--- src/rtl/cpu_run_controller_if.sv ---
// Run-controller handshake bundle: start/halt in, CPU control and status out.
// Optional halt log signals exist only with RUN_CTRL_HALT_LOG_EN defined.
interface cpu_run_controller_if #(
  parameter int CNT_W = 16
);
  logic             start;
  logic             cpu_halt;
  logic             cpu_reset;
  logic             cpu_en;
  logic [CNT_W-1:0] cycle_count;
  logic [7:0]       run_index;
  logic             busy;
  logic             done;
  logic             timeout;
`ifdef RUN_CTRL_HALT_LOG_EN
  logic [7:0]       halt_runs;
  logic [CNT_W-1:0] last_len;
`endif

  modport master (
    input  start, cpu_halt,
`ifdef RUN_CTRL_HALT_LOG_EN
    output halt_runs, last_len,
`endif
    output cpu_reset, cpu_en, cycle_count,
    output run_index, busy, done, timeout
  );

  modport slave (
    output start, cpu_halt,
`ifdef RUN_CTRL_HALT_LOG_EN
    input  halt_runs, last_len,
`endif
    input  cpu_reset, cpu_en, cycle_count,
    input  run_index, busy, done, timeout
  );
endinterface

--- src/rtl/cpu_run_controller.sv ---
// Reset/run sequencer for the CPU datapath: RST phase, budgeted RUN, repeat.
// Optional halt log (halt_runs, last_len) enabled by RUN_CTRL_HALT_LOG_EN.
module cpu_run_controller #(
  parameter int RESET_CYCLES = 2,
  parameter int RUN_CYCLES   = 70,
  parameter int RUNS         = 1,
  parameter int CNT_W        = 16
) (
  input  logic                 clk,
  input  logic                 reset,
  cpu_run_controller_if.master bus
);

  localparam int RW =
    (RESET_CYCLES > 1) ? $clog2(RESET_CYCLES) : 1;
  localparam logic [RW-1:0] RST_LAST =
    RW'(RESET_CYCLES - 1);
  localparam logic [7:0] RUN_LAST = 8'(RUNS - 1);
  localparam logic [CNT_W-1:0] BUD_LAST =
    CNT_W'(RUN_CYCLES - 1);
  localparam logic [CNT_W-1:0] CNT_MAX = '1;
  localparam bit LIMITED = (RUN_CYCLES != 0);

  typedef enum logic [1:0] {
    S_IDLE,
    S_RST,
    S_RUN,
    S_DONE
  } state_e;

  state_e           state_q, state_d;
  logic [RW-1:0]    rst_cnt_q, rst_cnt_d;
  logic [CNT_W-1:0] cnt_q, cnt_d;
  logic [7:0]       idx_q, idx_d;
  logic             tout_q, tout_d;
  logic             cpu_reset_q, cpu_reset_d;
  logic             cpu_en_q, cpu_en_d;
  logic             busy_q, busy_d;
  logic             done_q, done_d;
`ifdef RUN_CTRL_HALT_LOG_EN
  logic [7:0]       halt_runs_q, halt_runs_d;
  logic [CNT_W-1:0] last_len_q, last_len_d;
`endif

  logic [CNT_W-1:0] cnt_inc;
  logic             budget_hit;
  logic             run_end;

  always_comb begin
    cnt_inc = (cnt_q == CNT_MAX) ?
      cnt_q : cnt_q + CNT_W'(1);
    budget_hit = LIMITED && (cnt_q == BUD_LAST);
    run_end = bus.cpu_halt | budget_hit;
  end

  always_comb begin
    state_d   = state_q;
    rst_cnt_d = rst_cnt_q;
    cnt_d     = cnt_q;
    idx_d     = idx_q;
    tout_d    = tout_q;
`ifdef RUN_CTRL_HALT_LOG_EN
    halt_runs_d = halt_runs_q;
    last_len_d  = last_len_q;
`endif
    unique case (state_q)
      S_IDLE, S_DONE: begin
        if (bus.start) begin
          state_d   = S_RST;
          rst_cnt_d = '0;
          cnt_d     = '0;
          idx_d     = '0;
          tout_d    = 1'b0;
`ifdef RUN_CTRL_HALT_LOG_EN
          halt_runs_d = '0;
`endif
        end
      end
      S_RST: begin
        if (rst_cnt_q == RST_LAST) begin
          state_d = S_RUN;
        end else begin
          rst_cnt_d = rst_cnt_q + RW'(1);
        end
      end
      S_RUN: begin
        cnt_d = cnt_inc;
        if (run_end) begin
          // halt beats a same-edge budget expiry
          tout_d = tout_q | (budget_hit & ~bus.cpu_halt);
`ifdef RUN_CTRL_HALT_LOG_EN
          last_len_d = cnt_inc;
          if (bus.cpu_halt) begin
            halt_runs_d = halt_runs_q + 8'd1;
          end
`endif
          if (idx_q == RUN_LAST) begin
            state_d = S_DONE;
          end else begin
            state_d   = S_RST;
            idx_d     = idx_q + 8'd1;
            cnt_d     = '0;
            rst_cnt_d = '0;
          end
        end
      end
      default: state_d = S_IDLE;
    endcase

    cpu_reset_d = (state_d == S_IDLE) ||
                  (state_d == S_RST);
    cpu_en_d    = (state_d == S_RUN);
    busy_d      = (state_d == S_RST) ||
                  (state_d == S_RUN);
    done_d      = (state_d == S_DONE);
  end

  always_ff @(posedge clk) begin
    if (reset) begin
      state_q     <= S_IDLE;
      rst_cnt_q   <= '0;
      cnt_q       <= '0;
      idx_q       <= '0;
      tout_q      <= 1'b0;
      cpu_reset_q <= 1'b1;
      cpu_en_q    <= 1'b0;
      busy_q      <= 1'b0;
      done_q      <= 1'b0;
`ifdef RUN_CTRL_HALT_LOG_EN
      halt_runs_q <= '0;
      last_len_q  <= '0;
`endif
    end else begin
      state_q     <= state_d;
      rst_cnt_q   <= rst_cnt_d;
      cnt_q       <= cnt_d;
      idx_q       <= idx_d;
      tout_q      <= tout_d;
      cpu_reset_q <= cpu_reset_d;
      cpu_en_q    <= cpu_en_d;
      busy_q      <= busy_d;
      done_q      <= done_d;
`ifdef RUN_CTRL_HALT_LOG_EN
      halt_runs_q <= halt_runs_d;
      last_len_q  <= last_len_d;
`endif
    end
  end

  assign bus.cpu_reset   = cpu_reset_q;
  assign bus.cpu_en      = cpu_en_q;
  assign bus.cycle_count = cnt_q;
  assign bus.run_index   = idx_q;
  assign bus.busy        = busy_q;
  assign bus.done        = done_q;
  assign bus.timeout     = tout_q;
`ifdef RUN_CTRL_HALT_LOG_EN
  assign bus.halt_runs   = halt_runs_q;
  assign bus.last_len    = last_len_q;
`endif

endmodule

--- src/flat_wrapper.sv ---
// flat-port wrapper written by rule: the top's interface ports become plain ports
module cpu_run_controller_flat 
#(
  parameter int RESET_CYCLES = 2,
  parameter int RUN_CYCLES   = 70,
  parameter int RUNS         = 1,
  parameter int CNT_W        = 16
)
  (clk, reset, bus_start, bus_cpu_halt, bus_cpu_reset, bus_cpu_en, bus_cycle_count, bus_run_index, bus_busy, bus_done, bus_timeout);
  cpu_run_controller_if #(.CNT_W(CNT_W)) bus_i ();
  input  logic clk;
  input  logic reset;
  input wire logic [$bits(bus_i.start)-1:0] bus_start;
  input wire logic [$bits(bus_i.cpu_halt)-1:0] bus_cpu_halt;
  output wire logic [$bits(bus_i.cpu_reset)-1:0] bus_cpu_reset;
  output wire logic [$bits(bus_i.cpu_en)-1:0] bus_cpu_en;
  output wire logic [$bits(bus_i.cycle_count)-1:0] bus_cycle_count;
  output wire logic [$bits(bus_i.run_index)-1:0] bus_run_index;
  output wire logic [$bits(bus_i.busy)-1:0] bus_busy;
  output wire logic [$bits(bus_i.done)-1:0] bus_done;
  output wire logic [$bits(bus_i.timeout)-1:0] bus_timeout;
  assign bus_i.start = bus_start;
  assign bus_i.cpu_halt = bus_cpu_halt;
  assign bus_cpu_reset = bus_i.cpu_reset;
  assign bus_cpu_en = bus_i.cpu_en;
  assign bus_cycle_count = bus_i.cycle_count;
  assign bus_run_index = bus_i.run_index;
  assign bus_busy = bus_i.busy;
  assign bus_done = bus_i.done;
  assign bus_timeout = bus_i.timeout;
  cpu_run_controller #(.RESET_CYCLES(RESET_CYCLES), .RUN_CYCLES(RUN_CYCLES), .RUNS(RUNS), .CNT_W(CNT_W)) u_core (.clk(clk), .reset(reset), .bus(bus_i));
endmodule
--- config.mk ---
export PLATFORM = sky130hd
export DESIGN_NAME = cpu_run_controller_flat
export DESIGN_NICKNAME = d
export VERILOG_FILES = /design/src/rtl/cpu_run_controller_if.sv /design/src/rtl/cpu_run_controller.sv /design/src/flat_wrapper.sv
export SDC_FILE = /design/constraint.sdc
export NUM_CORES = 1
export LEC_CHECK = 0
export CORE_UTILIZATION = 52
export DETAILED_ROUTE_END_ITERATION = 8
export HOLD_SLACK_MARGIN = 0.05
export PLACE_DENSITY = 0.88
export SETUP_SLACK_MARGIN = 0.1
export SLEW_MARGIN = 30
export SYNTH_ARGS = -nofsm -noshare
export SYNTH_HDL_FRONTEND = slang
export SYNTH_SLANG_ARGS = --single-unit
--- constraint.sdc ---
create_clock -name clk -period 2.55 [get_ports clk]
set_clock_uncertainty 0.1 [all_clocks]
set_input_delay 0.255 -clock clk [delete_from_list [all_inputs] [get_ports clk]]
set_output_delay 0.255 -clock clk [all_outputs]
set_load 0.005 [all_outputs]
==> results.txt, run 1 <==
Worst hold margin = 388 ps
Setup TNS = 0 ps
Clock root cell = clkbuf_4
Commonest cells post-synth = 32 x dfxtp_1, 28 x nor2_1, 13 x xnor2_1, 11 x nand4_1
Worst path slowest cell = or4b_4
WS Path Type = reg2reg
Post-CTS sizing = 0
Worst path bufs/invs = 1
Crit path cell chain = inv_1 > ha_1 > or4b_4 > nor4_4 > nor2_2 > a21o_1 > a211oi_1
Design Power = 1.04 mW
Hold path start = u_core.bus.timeout
Most common cell in the netlist = dfxtp_1
Net count after synthesis = 212
Startpoint class of the critical path = flip-flop
Register area = 641 um2
Remaining DRCs = 0
Top_reg_cell synth = dfxtp_1
Clk sinks = 32
Pre-CTS setup slack = 355 ps
Data required, critical path = 2720 ps
Ys async rst share = 0%
Synth area leaders = dfxtp_1 35%, xnor2_1 6.3%, nor2_1 5.8%
Die width = 61.0 um
Wirelength per Cell = 13.8 um
Hpwl dp = 2950 um
Max Fanout on Critical Path = 14
Final ANT Viol Nets = 0
Final setup margin = 331 ps
TritonCTS clock tree = yes
Hold path cells = 2
Via count = 1641
RR Endpoint = u_core.bus.cycle_count[1]
Core box area = 3340 um2
CP top delay family = simple AND/OR/NAND/NOR gates
CP max stage delay = 460 ps
H-tree Lvls = 2
# diodes = 0
LEAKAGE = 0.755 nW
Die H = 61.0 um
Total Wirelength = 3960 um
Status = finished clean
Synth top area share = 35.4%
Port Buffer Count = 32
WP depth = 7
Register area share after synthesis = 35.4%
Hold Path End = u_core.bus.timeout
Worst Setup End Kind = flip-flop
Multi-input gate area = 1090 um2
Number of synthesized flops with an enable pin = 0
Die area = 3720 um2
Final setup fails = 0
Final Cycle Share = 87.0%
Global-route wire length before repair = 6480 um
Gr usage total = 23.8%
Post-synth top area cell = dfxtp_1
Number of buffers created by CTS = 5
Syn avg cell area = 8.97 um2
Placer Congestion = 0.913
Layout cells sized above 1 = 10.0%
Max_cap viols = 0
RSZ-0062 raised after global routing = false
Clock Tree Buf Depth = 2
#FFs+latches synth = 32
Vias per std cell = 5.74
Starting density of the core = 54.3%
Placed Cells = 278
Worst Reg2Reg Path Length in Cells = 7
Max-slew violations = 0
Worst-Skew Late Latency = 340 ps
Postcts setup bufs = 0
Worst-path clk slew = 100 ps
Rel. slew slack = 60.2%
Cell count after synthesis = 202
Initial DRC Count = 72
Rows = 21
Mapped cell area = 1810 um2
TritonRoute pass-1 iters = 4
Area growth, synth to finish = 24.5%
Yosys cell types = 56
Non-filler cells, final = 286
Final hold violations = 0
Tmin final = 2220 ps
# nets final = 249
Vias in the first global route = 1467
Initial antenna violation count = 0
CTS Hold Buffers Added = 0
Largest net degree at the start of global routing = 15
Overflow left after global routing = 0
FF-to-FF Start = u_core.bus.run_index[0]
Maximum VDD drop = 0.000305 V
I/O Pins = 33
R2R setup slack = 330 ps
Fmax = 451 MHz
FILL cells = 288
Actual slew at the worst max-slew pin = 590 ps
Pwr dens = 462 nW/um2
CP Data Arrival Time = 2390 ps
HP Class = reg2reg
YS warnings = 0
## routing by layer
| layer | global-route usage (%) | vias up | share of wire (%) | wire, um |
|---|---|---|---|---|
| met5 | 0 | - | 0 | 0 |
| met4 | 13.0 | 0 | 2.3 | 91 |
| met3 | 7.56 | 12 | 6.6 | 261 |
| met2 | 38.4 | 60 | 48 | 1910 |
| met1 | 28.0 | 751 | 43 | 1700 |
| li1 | - | 818 | - | - |
## worst max path at each step
stage	startpoint	end	slack (ps)
after floorplan	u_core.state_q[0]	u_core.bus.run_index[7]	540
after global placement	u_core.bus.run_index[0]	u_core.bus.cycle_count[1]	430
after detailed placement	u_core.state_q[0]	u_core.bus.cycle_count[3]	360
after CTS	u_core.bus.run_index[0]	u_core.bus.cycle_count[1]	340
after global routing	u_core.state_q[0]	u_core.bus.cycle_count[3]	160
final	u_core.bus.run_index[0]	u_core.bus.cycle_count[1]	330
## layout by cell type, fill, tap and decap left out, types with 3 or more instances in the layout
cell type	instances
clkdlybuf4s50_1	32
dfxtp_1	32
nor2_1	28
xnor2_1	13
nand4_1	11
inv_1	10
nor3_1	10
nand3_1	9
nand2_1	9
a21oi_1	6
ha_1	6
and4_1	5
clkbuf_4	5
buf_4	5
nor2b_1	3
nand2b_1	3
o22ai_1	3
## cell families (layout without fill, tap and decap cells)
| family | after synthesis | in the layout | share of synthesized area (%) |
|---|---|---|---|
| mux | 3 | 3 | 1.73 |
| buf+inv | 17 | 55 | 4.70 |
| simple gates | 92 | 92 | 29.0 |
| fa+ha+maj | 6 | 6 | 4.14 |
| xor+xnor | 15 | 15 | 7.25 |
| compound gates | 37 | 37 | 17.8 |
| flops | 32 | 32 | 35.4 |
## where the power goes
group / leakage [nW] / switching (mW) / internal (mW)
Clock: 0.0422 / 0.176 / 0.205
Combinational: 0.454 / 0.0741 / 0.0631
Sequential: 0.259 / 0.0121 / 0.511
Total: 0.755 / 0.262 / 0.780
## through the flow
step	utilization [%]	instance area, um2
4_1_cts	67.6	2260
6_report	67.6	2260
3_3_place_gp	65.3	2180
2_1_floorplan	-	1810
5_1_grt	67.6	2260
3_5_place_dp	65.3	2180
## sequential cells by signal, indices dropped and copies added, names as in the netlist
name	cells
u_core.bus.busy	1
u_core.bus.cpu_en	1
u_core.bus.cpu_reset	1
u_core.bus.cycle_count	16
u_core.bus.done	1
u_core.bus.run_index	8
u_core.bus.timeout	1
u_core.rst_cnt_q	1
u_core.state_q	2
## cell type report
cell class	instances	share of cell area [%]
multi-input combinational	153	48.1
tap	46	2.55
clock buffer	6	1.83
inverter	10	1.66
sequential	32	28.4
timing repair buffer	37	15.9
clock inverter	2	1.55
## worst min-delay path, cell delays in order (launching register included)
cell     delay (ps)
dfxtp_1         340
nor2_1           50
nor2_1           70
No activity file was read; power rests on OpenSTA's default activity.
==> run 2: changes to the inputs <==
REMOVE_ABC_BUFFERS = 1   (was default)
==> run 2 against run 1 <==
Total power is 5.3% lower. Clock-buffer cell count stayed put. Critical path type unchanged. Sequential share of layout area hardly changed. Die area stayed put. First-iteration DRC count is 25% lower. Largest power group unchanged. Cell count is 0.35% higher. Design area is 0.11% higher. Critical endpoint is now u_core.bus.run_index[7]. Non-clock buffer count is 1 higher. Maximum frequency is 2.3% lower.
==> results.txt, run 2 (same netlist as run 1, synthesis figures left out) <==
Status = finished clean
Initial antenna violation count = 0
TritonCTS clock tree = yes
Vias per std cell = 5.72
Area growth, synth to finish = 24.7%
CP endpoint = u_core.bus.run_index[7]
Max_cap viols = 0
Worst Reg2Reg Path Length in Cells = 7
Placer Congestion = 0.894
Die width = 61.0 um
Wirelength per Cell = 14.3 um
RR Endpoint = u_core.bus.run_index[7]
WP depth = 7
Maximum VDD drop = 0.000281 V
Worst hold margin = 376 ps
Largest net degree at the start of global routing = 15
Clock root cell = clkbuf_4
Max-slew violations = 0
Flop pwr share = 52.9%
FF-to-FF Start = u_core.state_q[0]
CP top delay family = adder cells
Gr usage total = 25.1%
Crit. Startpoint = u_core.state_q[0]
Clock share of power = 32.4%
Worst path bufs/invs = 1
Die area = 3720 um2
Worst-path clk slew = 110 ps
# diodes = 0
Overflow left after global routing = 0
Final instance area = 2260 um2
R2R setup slack = 280 ps
CTS Hold Buffers Added = 0
Layout cells sized above 1 = 11.6%
Max Fanout on Critical Path = 10
I/O Pins = 33
Fmax = 440 MHz
Crit path cell chain = inv_1 > ha_1 > mux2_2 > nand2_1 > a2111oi_4 > xnor2_1 > nor2_1
Clk sinks = 32
Clock Tree Buf Depth = 2
LEAKAGE = 0.744 nW
FILL cells = 296
Number of buffers created by CTS = 5
Tmin final = 2270 ps
Final Cycle Share = 89.1%
Hpwl dp = 2980 um
Actual slew at the worst max-slew pin = 676 ps
Final hold violations = 0
Core box area = 3340 um2
Port Buffer Count = 32
RSZ-0062 raised after global routing = false
Pre-CTS setup slack = 280 ps
Starting density of the core = 54.3%
Final ANT Viol Nets = 0
Internal cell power = 710 uW
Net Sw Frac = 28.0%
Sw Pwr = 276 uW
Total Wirelength = 4110 um
Setup TNS = 0 ps
Hold path cells = 2
Global-route wire length before repair = 6710 um
H-tree Lvls = 2
HP Class = reg2reg
Worst Setup End Kind = flip-flop
Vias in the first global route = 1458
CP max stage delay = 420 ps
Fin util = 67.7%
Largest register FFs = 16
Rel. slew slack = 54.4%
# nets final = 250
Postcts setup bufs = 0
Logic pwr share = 14.8%
Remaining DRCs = 0
Startpoint class of the critical path = flip-flop
Most frequent cells in the layout = 32 x clkdlybuf4s50_1, 32 x dfxtp_1, 28 x nor2_1, 13 x xnor2_1, 11 x nand4_1
Data required, critical path = 2700 ps
Area after DPL = 2190 um2
Worst-Skew Late Latency = 350 ps
Worst path slowest cell = ha_1
WS Path Type = reg2reg
Initial DRC Count = 54
Final setup fails = 0
Final setup margin = 279 ps
CP Data Arrival Time = 2420 ps
Rows = 21
Via count = 1641
Die H = 61.0 um
Pwr dens = 437 nW/um2
TritonRoute pass-1 iters = 4
[run 2: worst min-delay path by stage]
| stage | start | end | slack, ps |
|---|---|---|---|
| global placement | u_core.bus.timeout | u_core.bus.timeout | 350 |
| floorplan | reset | u_core.bus.run_index[2] | 220 |
| detailed placement | u_core.bus.timeout | u_core.bus.timeout | 370 |
| CTS | u_core.bus.timeout | u_core.bus.timeout | 390 |
| global route | u_core.bus.timeout | u_core.bus.timeout | 420 |
| finish | u_core.bus.timeout | u_core.bus.timeout | 380 |
[run 2: layout make-up]
cell class / instances / area [um2] / share of cell area [%]
Inverter: 10 / 37.5 / 1.66
Sequential cell: 32 / 641 / 28.4
Multi-Input combinational cell: 153 / 1090 / 48.3
Clock inverter: 2 / 15.0 / 0.665
Timing Repair Buffer: 38 / 365 / 16.2
Tap cell: 46 / 57.6 / 2.55
Clock buffer: 6 / 51.3 / 2.27
[run 2: per-layer routing]
layer | up-vias | global-route usage [%] | wire (um)
met5 | - | 0 | 0
met4 | 0 | 13.3 | 67
met3 | 10 | 6.30 | 181
met2 | 39 | 39.3 | 1960
met1 | 774 | 31.8 | 1910
li1 | 818 | - | -
[run 2: metrics by stage]
step | total power, mW | instances
3_3_place_gp | 0.669 | 279
4_1_cts | 0.991 | 287
6_report | 0.986 | 287
5_1_grt | 1.03 | 287
3_5_place_dp | 0.674 | 279
2_1_floorplan | 0.622 | 195
[run 2: what timing repair did]
action                                  in CTS  in global routing
endpoints found under the hold margin        0                  0
resized for setup                            0                  2
endpoints found under the setup margin       0                  3
[run 2: tightest hold or removal path: cells and delay by family, from the launching register on]
kind             cells  cell delay [ps]
flip-flops           1              340
AND/OR/NAND/NOR      2              110
[run 2: power groups by stage]
stage                     sequential [mW]  clock [mW]  combinational (mW)
after floorplan                     0.534           0              0.0886
after global placement              0.532           0               0.137
after detailed placement            0.533           0               0.141
after CTS                           0.521       0.328               0.143
after global routing                0.523       0.349               0.160
final                               0.521       0.319               0.146
